--- src/rtl/rsc_enc_param_pkg.sv ---
// Shared constants for the parametrised RSC encoder.
// FSM state codes, default polynomials and memory-order limits.
package rsc_pkg;

    typedef logic [1:0] fsm_t;

    localparam fsm_t IDLE = 2'd0;
    localparam fsm_t RUN  = 2'd1;
    localparam fsm_t TAIL = 2'd2;

    localparam int MEM_MIN = 2;
    localparam int MEM_MAX = 6;
    localparam int DEF_MEM = 3;

    // 13 octal feedback, 15 octal feedforward
    localparam logic [3:0] DEF_G_FB = 4'b1101;
    localparam logic [3:0] DEF_G_FF = 4'b1011;

endpackage

--- src/rtl/rsc_enc_param_if.sv ---
// Input and output valid/ready streams of the RSC encoder.
// master drives the input stream and sinks the output; slave is the encoder.
interface rsc_enc_param_if #(
    parameter int DATA_W = 16
);

    logic              in_valid_i;
    logic              in_ready_o;
    logic              in_last_i;
    logic [DATA_W-1:0] data_i;
    logic              out_valid_o;
    logic              out_ready_i;
    logic [DATA_W-1:0] data_sys;
    logic [DATA_W-1:0] data_enc;
    logic              out_last_o;
    logic              out_tail_o;

    modport master (
        output in_valid_i, in_last_i, data_i, out_ready_i,
        input  in_ready_o, out_valid_o, data_sys, data_enc,
        input  out_last_o, out_tail_o
    );

    modport slave (
        input  in_valid_i, in_last_i, data_i, out_ready_i,
        output in_ready_o, out_valid_o, data_sys, data_enc,
        output out_last_o, out_tail_o
    );

endinterface

--- src/rtl/rsc_trellis_word.sv ---
// Combinational RSC trellis unrolled over one word (DATA_W steps)
// or over a MEM-step termination sequence when tail is high.
module rsc_trellis_word
    import rsc_pkg::*;
#(
    parameter int             DATA_W = 16,
    parameter int             MEM    = DEF_MEM,
    parameter logic [MEM:0]   G_FB   = DEF_G_FB,
    parameter logic [MEM:0]   G_FF   = DEF_G_FF
) (
    input  logic [MEM-1:0]    state,
    input  logic [DATA_W-1:0] bits,
    input  logic              tail,
    output logic [DATA_W-1:0] sys,
    output logic [DATA_W-1:0] parity,
    output logic [MEM-1:0]    next_state
);

    logic [MEM-1:0] s;
    logic           fb;
    logic           u;
    logic           a;
    logic           p;

    always_comb begin
        s      = state;
        sys    = '0;
        parity = '0;
        fb     = 1'b0;
        u      = 1'b0;
        a      = 1'b0;
        p      = 1'b0;
        for (int k = 0; k < DATA_W; k++) begin
            if (!tail || k < MEM) begin
                fb = 1'b0;
                for (int i = 1; i <= MEM; i++)
                    fb = fb ^ (G_FB[i] & s[i-1]);
                // in tail mode u cancels the feedback so a is 0
                u = tail ? fb : bits[k];
                a = u ^ fb;
                p = G_FF[0] & a;
                for (int i = 1; i <= MEM; i++)
                    p = p ^ (G_FF[i] & s[i-1]);
                sys[k]    = u;
                parity[k] = p;
                s         = {s[MEM-2:0], a};
            end
        end
        next_state = s;
    end

endmodule

--- src/rtl/rsc_enc_param.sv ---
// Parametrised RSC encoder, one word per cycle, registered output stage.
// Define RSC_TERM_EN to emit a trellis termination (tail) beat per block.
module rsc_enc_param
    import rsc_pkg::*;
#(
    parameter int           DATA_W = 16,
    parameter int           MEM    = DEF_MEM,
    parameter logic [MEM:0] G_FB   = DEF_G_FB,
    parameter logic [MEM:0] G_FF   = DEF_G_FF
) (
    input logic             clk_p_i,
    input logic             reset_p_i,
    rsc_enc_param_if.slave  bus
);

    fsm_t              fsm;
    logic [MEM-1:0]    st;
    logic [MEM-1:0]    cur_st;
    logic [MEM-1:0]    nxt_st;
    logic [DATA_W-1:0] t_sys;
    logic [DATA_W-1:0] t_par;
    logic              in_tail;
    logic              slot_free;
    logic              accept;
    logic              tail_go;

    logic              vld;
    logic [DATA_W-1:0] sys_q;
    logic [DATA_W-1:0] enc_q;
    logic              last_q;
    logic              tail_q;

`ifdef RSC_TERM_EN
    assign in_tail = (fsm == TAIL);
`else
    assign in_tail = 1'b0;
`endif

    assign slot_free     = !vld || bus.out_ready_i;
    assign bus.in_ready_o = !in_tail && slot_free;
    assign accept        = bus.in_valid_i && bus.in_ready_o;
    assign tail_go       = in_tail && slot_free;
    // every block starts from the all-zero state
    assign cur_st        = (fsm == IDLE) ? '0 : st;

    rsc_trellis_word #(
        .DATA_W (DATA_W),
        .MEM    (MEM),
        .G_FB   (G_FB),
        .G_FF   (G_FF)
    ) u_trellis (
        .state      (cur_st),
        .bits       (bus.data_i),
        .tail       (in_tail),
        .sys        (t_sys),
        .parity     (t_par),
        .next_state (nxt_st)
    );

    always_ff @(posedge clk_p_i or posedge reset_p_i) begin
        if (reset_p_i) begin
            fsm    <= IDLE;
            st     <= '0;
            vld    <= 1'b0;
            sys_q  <= '0;
            enc_q  <= '0;
            last_q <= 1'b0;
            tail_q <= 1'b0;
        end else if (accept) begin
            vld    <= 1'b1;
            sys_q  <= t_sys;
            enc_q  <= t_par;
            tail_q <= 1'b0;
`ifdef RSC_TERM_EN
            last_q <= 1'b0;
            st     <= nxt_st;
            fsm    <= bus.in_last_i ? TAIL : RUN;
`else
            last_q <= bus.in_last_i;
            st     <= bus.in_last_i ? '0 : nxt_st;
            fsm    <= bus.in_last_i ? IDLE : RUN;
`endif
        end else if (tail_go) begin
            vld    <= 1'b1;
            sys_q  <= t_sys;
            enc_q  <= t_par;
            last_q <= 1'b1;
            tail_q <= 1'b1;
            st     <= '0;
            fsm    <= IDLE;
        end else if (bus.out_ready_i) begin
            vld    <= 1'b0;
        end
    end

    assign bus.out_valid_o = vld;
    assign bus.data_sys    = sys_q;
    assign bus.data_enc    = enc_q;
    assign bus.out_last_o  = last_q;
    assign bus.out_tail_o  = tail_q;

endmodule

--- src/flat_wrapper.sv ---
// flat-port wrapper written by rule: the top's interface ports become plain ports
module rsc_enc_param_flat import rsc_pkg::*;
#(
    parameter int           DATA_W = 16,
    parameter int           MEM    = DEF_MEM,
    parameter logic [MEM:0] G_FB   = DEF_G_FB,
    parameter logic [MEM:0] G_FF   = DEF_G_FF
)
  (clk_p_i, reset_p_i, bus_in_valid_i, bus_in_last_i, bus_data_i, bus_out_ready_i, bus_in_ready_o, bus_out_valid_o, bus_data_sys, bus_data_enc, bus_out_last_o, bus_out_tail_o);
  rsc_enc_param_if #(.DATA_W(DATA_W)) bus_i ();
  input logic clk_p_i;
  input logic reset_p_i;
  input wire logic [$bits(bus_i.in_valid_i)-1:0] bus_in_valid_i;
  input wire logic [$bits(bus_i.in_last_i)-1:0] bus_in_last_i;
  input wire logic [$bits(bus_i.data_i)-1:0] bus_data_i;
  input wire logic [$bits(bus_i.out_ready_i)-1:0] bus_out_ready_i;
  output wire logic [$bits(bus_i.in_ready_o)-1:0] bus_in_ready_o;
  output wire logic [$bits(bus_i.out_valid_o)-1:0] bus_out_valid_o;
  output wire logic [$bits(bus_i.data_sys)-1:0] bus_data_sys;
  output wire logic [$bits(bus_i.data_enc)-1:0] bus_data_enc;
  output wire logic [$bits(bus_i.out_last_o)-1:0] bus_out_last_o;
  output wire logic [$bits(bus_i.out_tail_o)-1:0] bus_out_tail_o;
  assign bus_i.in_valid_i = bus_in_valid_i;
  assign bus_i.in_last_i = bus_in_last_i;
  assign bus_i.data_i = bus_data_i;
  assign bus_i.out_ready_i = bus_out_ready_i;
  assign bus_in_ready_o = bus_i.in_ready_o;
  assign bus_out_valid_o = bus_i.out_valid_o;
  assign bus_data_sys = bus_i.data_sys;
  assign bus_data_enc = bus_i.data_enc;
  assign bus_out_last_o = bus_i.out_last_o;
  assign bus_out_tail_o = bus_i.out_tail_o;
  rsc_enc_param #(.DATA_W(DATA_W), .MEM(MEM), .G_FB(G_FB), .G_FF(G_FF)) u_core (.clk_p_i(clk_p_i), .reset_p_i(reset_p_i), .bus(bus_i));
endmodule
--- config.mk ---
export PLATFORM = sky130hd
export DESIGN_NAME = rsc_enc_param_flat
export DESIGN_NICKNAME = d
export VERILOG_FILES = /design/src/rtl/rsc_enc_param_pkg.sv /design/src/rtl/rsc_enc_param_if.sv /design/src/rtl/rsc_trellis_word.sv /design/src/rtl/rsc_enc_param.sv /design/src/flat_wrapper.sv
export SDC_FILE = /design/constraint.sdc
export NUM_CORES = 1
export LEC_CHECK = 0
export ABC_AREA = 1
export ABC_CLOCK_PERIOD_IN_PS = 3600
export CAP_MARGIN = 5
export CORE_ASPECT_RATIO = 1.75
export CORE_MARGIN = 2
export CORE_UTILIZATION = 50
export DETAILED_ROUTE_END_ITERATION = 8
export GPL_TIMING_DRIVEN = 0
export PLACE_DENSITY = 0.88
export SYNTH_ARGS = -nofsm -noshare
export SYNTH_HDL_FRONTEND = slang
export SYNTH_SLANG_ARGS = --single-unit
--- constraint.sdc ---
create_clock -name clk_p_i -period 3.6 [get_ports clk_p_i]
set_input_delay 0.54 -clock clk_p_i [delete_from_list [all_inputs] [get_ports clk_p_i]]
set_output_delay 0.54 -clock clk_p_i [all_outputs]
set_load 0.05 [all_outputs]
==> flow_summary.toml <==
[run_status]
status = "finished, final reports clean"

[worst_setup_path]
r2r_cells = 31
r2r_start = "u_core.fsm[0]"
ff2ff_setup_slack_ps = 410
crit_buf_inv = 3
slowest_delay_ps = 510
crit_type = "in -> reg"
worst-path-stages = 28
crit_slowest_cell = "clkdlybuf4s50_1"
required_ps = 3800
cpLargestDelayFamily = "simple AND/OR/NAND/NOR gates"
critical_path.endpoint = "u_core.bus.data_enc[15]"
crit_arrival_ps = 3440
end_kind = "flip-flop"
worstPathMaxFanout = 5
worst_path_most_repeated_cell = "nand2_2"
rr_endpoint = "u_core.st[0]"
worstSetupStartpoint = "bus_data_i[1]"
crit_path_start_kind = "input pin"

[layout]
fin_cells = 448
area_growth_pct = 30.3
final_common_cell = "nand2_1"
antenna_cells = 0
nNetsFinal = 414
fin_util_pct = 67.0
drive_gt1_share_pct = 19.3
layout_common_cells = "nand2_1, nand3_1, clkdlybuf4s50_1"

[power]
vdd_drop_max_uv = 519
leakagePower_nw = 1.63
p_per_area_nw_per_um2 = 860
clkPwrFrac_pct = 15.9
switching_share_pct = 50.7
combinationalPowerShare_pct = 61.8
switching_power_mw = 1.43
seq_power_share_pct = 22.3
internal_power_mw = 1.39

[synth]
syn_inst = 331
synth_fa_ha_area_share_pct = 0
synth_xor_area_share_pct = 2.44
syn_area_per_cell_um2 = 7.60
synth_area_leaders = "dfrtp_1, nand2_1, nand3_1"
yosys_warnings = 0
ys_seq_area_share_pct = 37.8
synth_largest_area_cell = "dfrtp_1"
synthMuxAreaShare_pct = 0
synth-seq-cells = 38
syn_nets = 352
synth_top_family_by_area = "simple AND/OR/NAND/NOR gates"
synth_compound_area_share_pct = 6.17
synth_area_um2 = 2510
synth_cell_type_count = 27
synthSimpleGateAreaFrac_pct = 46.7
synth_top_area_share_pct = 37.8

[timing]
slew_headroom_pct = 47.5
setup_violations = 0
rsz0062_at_grt = "no"
skew_ps = 4.30
fmax_ghz = 0.308
fin_tns_setup_ps = 0
hold_violations = 0
final_max_slew_viol_count = 0
final.period_utilization_pct = 90.2
whs_ps = 487
fin_ws_ps = 352
worst_pin_slew_ps = 786
fin_crit_ps = 3250

[clocking]
cts_tree = "yes"
clk_latency_ps = 300
cts_buffer_depth = 2
path_clk_slew_ps = 80
cts-buffers-inserted = 5
cts_root_buffer = "clkbuf_8"
cts.sink_count = 38
htreeDepth = 2

[route]
route.detailed.drc = 0
firstDrtPassIters = 4
drt-total-wl_um = 6680
wire_per_inst_um = 14.9
vias = 2510
avgViaCountPerCell = 5.60
final_antenna_net_count = 0
drt_iter0_markers = 93

[floorplan]
design.core.area_um2 = 4890
dieArea_um2 = 5640
fp.dieH_um = 97.8
num_rows = 34
chipWidth_um = 57.6
start_util_pct = 51.4
ios = 57

[grt]
grt_pass1_wl_um = 11200
grt-ovfl-total = 0
grt_max_degree = 39
antenna_found_initial = 0
grt_pass1_vias = 2534
grt_use_total_pct = 25.2

[flow_run]
maxCapViolations = 0

[place]
gp_congestion = 0.924
pre_cts_ws_ps = -16.3
placed_cells = 440
io_buffer_count = 55
dp_hpwl_um = 5120

[worst_hold_path]
min_path_type = "reg -> reg"
==> area by class of cell <==
class | instances | area [µm²]
well taps | 54 | 67.6
plain buffers | 9 | 46.3
flip-flops and latches | 38 | 951
multi-input cells | 253 | 1400
fillers | 390 | 1610
clock buffers | 5 | 68.8
inverters | 31 | 124
clock inverters | 3 | 68.8
repair buffers | 55 | 553
==> power groups by stage <==
stage	clock (mW)	combinational (mW)	sequential, mW
finish	0.448	1.74	0.630
global route	0.463	1.89	0.644
CTS	0.452	1.73	0.630
detailed placement	0	1.72	0.638
global placement	0	1.68	0.633
floorplan	0	0.884	1.03
==> routing by layer <==
layer  up-vias  share of wire (%)  GRT usage, %
met1      1169                 35          26.6
met2       104                 54          44.8
met5         -                  0             0
met3        31                5.4          3.05
li1       1206                  -             -
met4         0                5.7          17.0
==> cells by family (layout without fill, tap and decap cells) <==
logic type | Yosys count | count (layout)
AO/OA/AOI/OAI | 27 | 27
XOR/XNOR | 7 | 7
buffers and inverters | 40 | 103
flip-flops | 38 | 38
other | 1 | 1
AND/OR/NAND/NOR | 218 | 218
==> how the worst min path moves through the flow <==
stage / from / end / slack [ps] / cells after the start
2_1_floorplan: u_core.st[0] / u_core.st[0] / 520 / 2
3_3_place_gp: u_core.bus.data_sys[13] / u_core.bus.data_sys[13] / 470 / 2
3_5_place_dp: u_core.bus.data_enc[15] / u_core.bus.data_enc[15] / 470 / 2
4_1_cts: u_core.bus.data_enc[15] / u_core.bus.data_enc[15] / 490 / 2
5_1_grt: u_core.bus.data_enc[15] / u_core.bus.data_enc[15] / 510 / 2
6_report: u_core.bus.data_sys[12] / u_core.bus.data_sys[12] / 490 / 2
==> state kept, by name, indices dropped and copies added (netlist names) <==
name / flops
u_core.bus.out_valid_o: 1
u_core.bus.out_last_o: 1
u_core.fsm: 1
u_core.bus.data_enc: 16
u_core.bus.data_sys: 16
u_core.st: 3
==> metrics by stage <==
stage | area (µm²) | total power, mW
after global placement | 3130 | 2.31
after detailed placement | 3130 | 2.36
after floorplan | 2510 | 1.91
after global routing | 3280 | 3.00
after CTS | 3270 | 2.82
final | 3280 | 2.82
==> Yosys cell counts (all sizes together) <==
master	count
buf	4
dfrtp	38
nor2	4
inv	31
o22ai	3
clkbuf	5
nand3	82
a31oi	2
o211ai	3
conb	1
o21ai	17
nand2	130
nand4	2
xnor2	1
xor2	6
o21a	1
a22o	1
==> what timing repair did <==
action,in CTS,in global routing
hold buffers,0,0
setup endpoints to repair,0,4
buffers inserted,0,0
resized for setup,0,3
==> worst min-delay path: cells and delay by family, from the launching register on <==
family        cells  cell delay (ps)
simple gates      2              120
flops             1              340
Note: power is estimated with default switching activity, not from simulation.
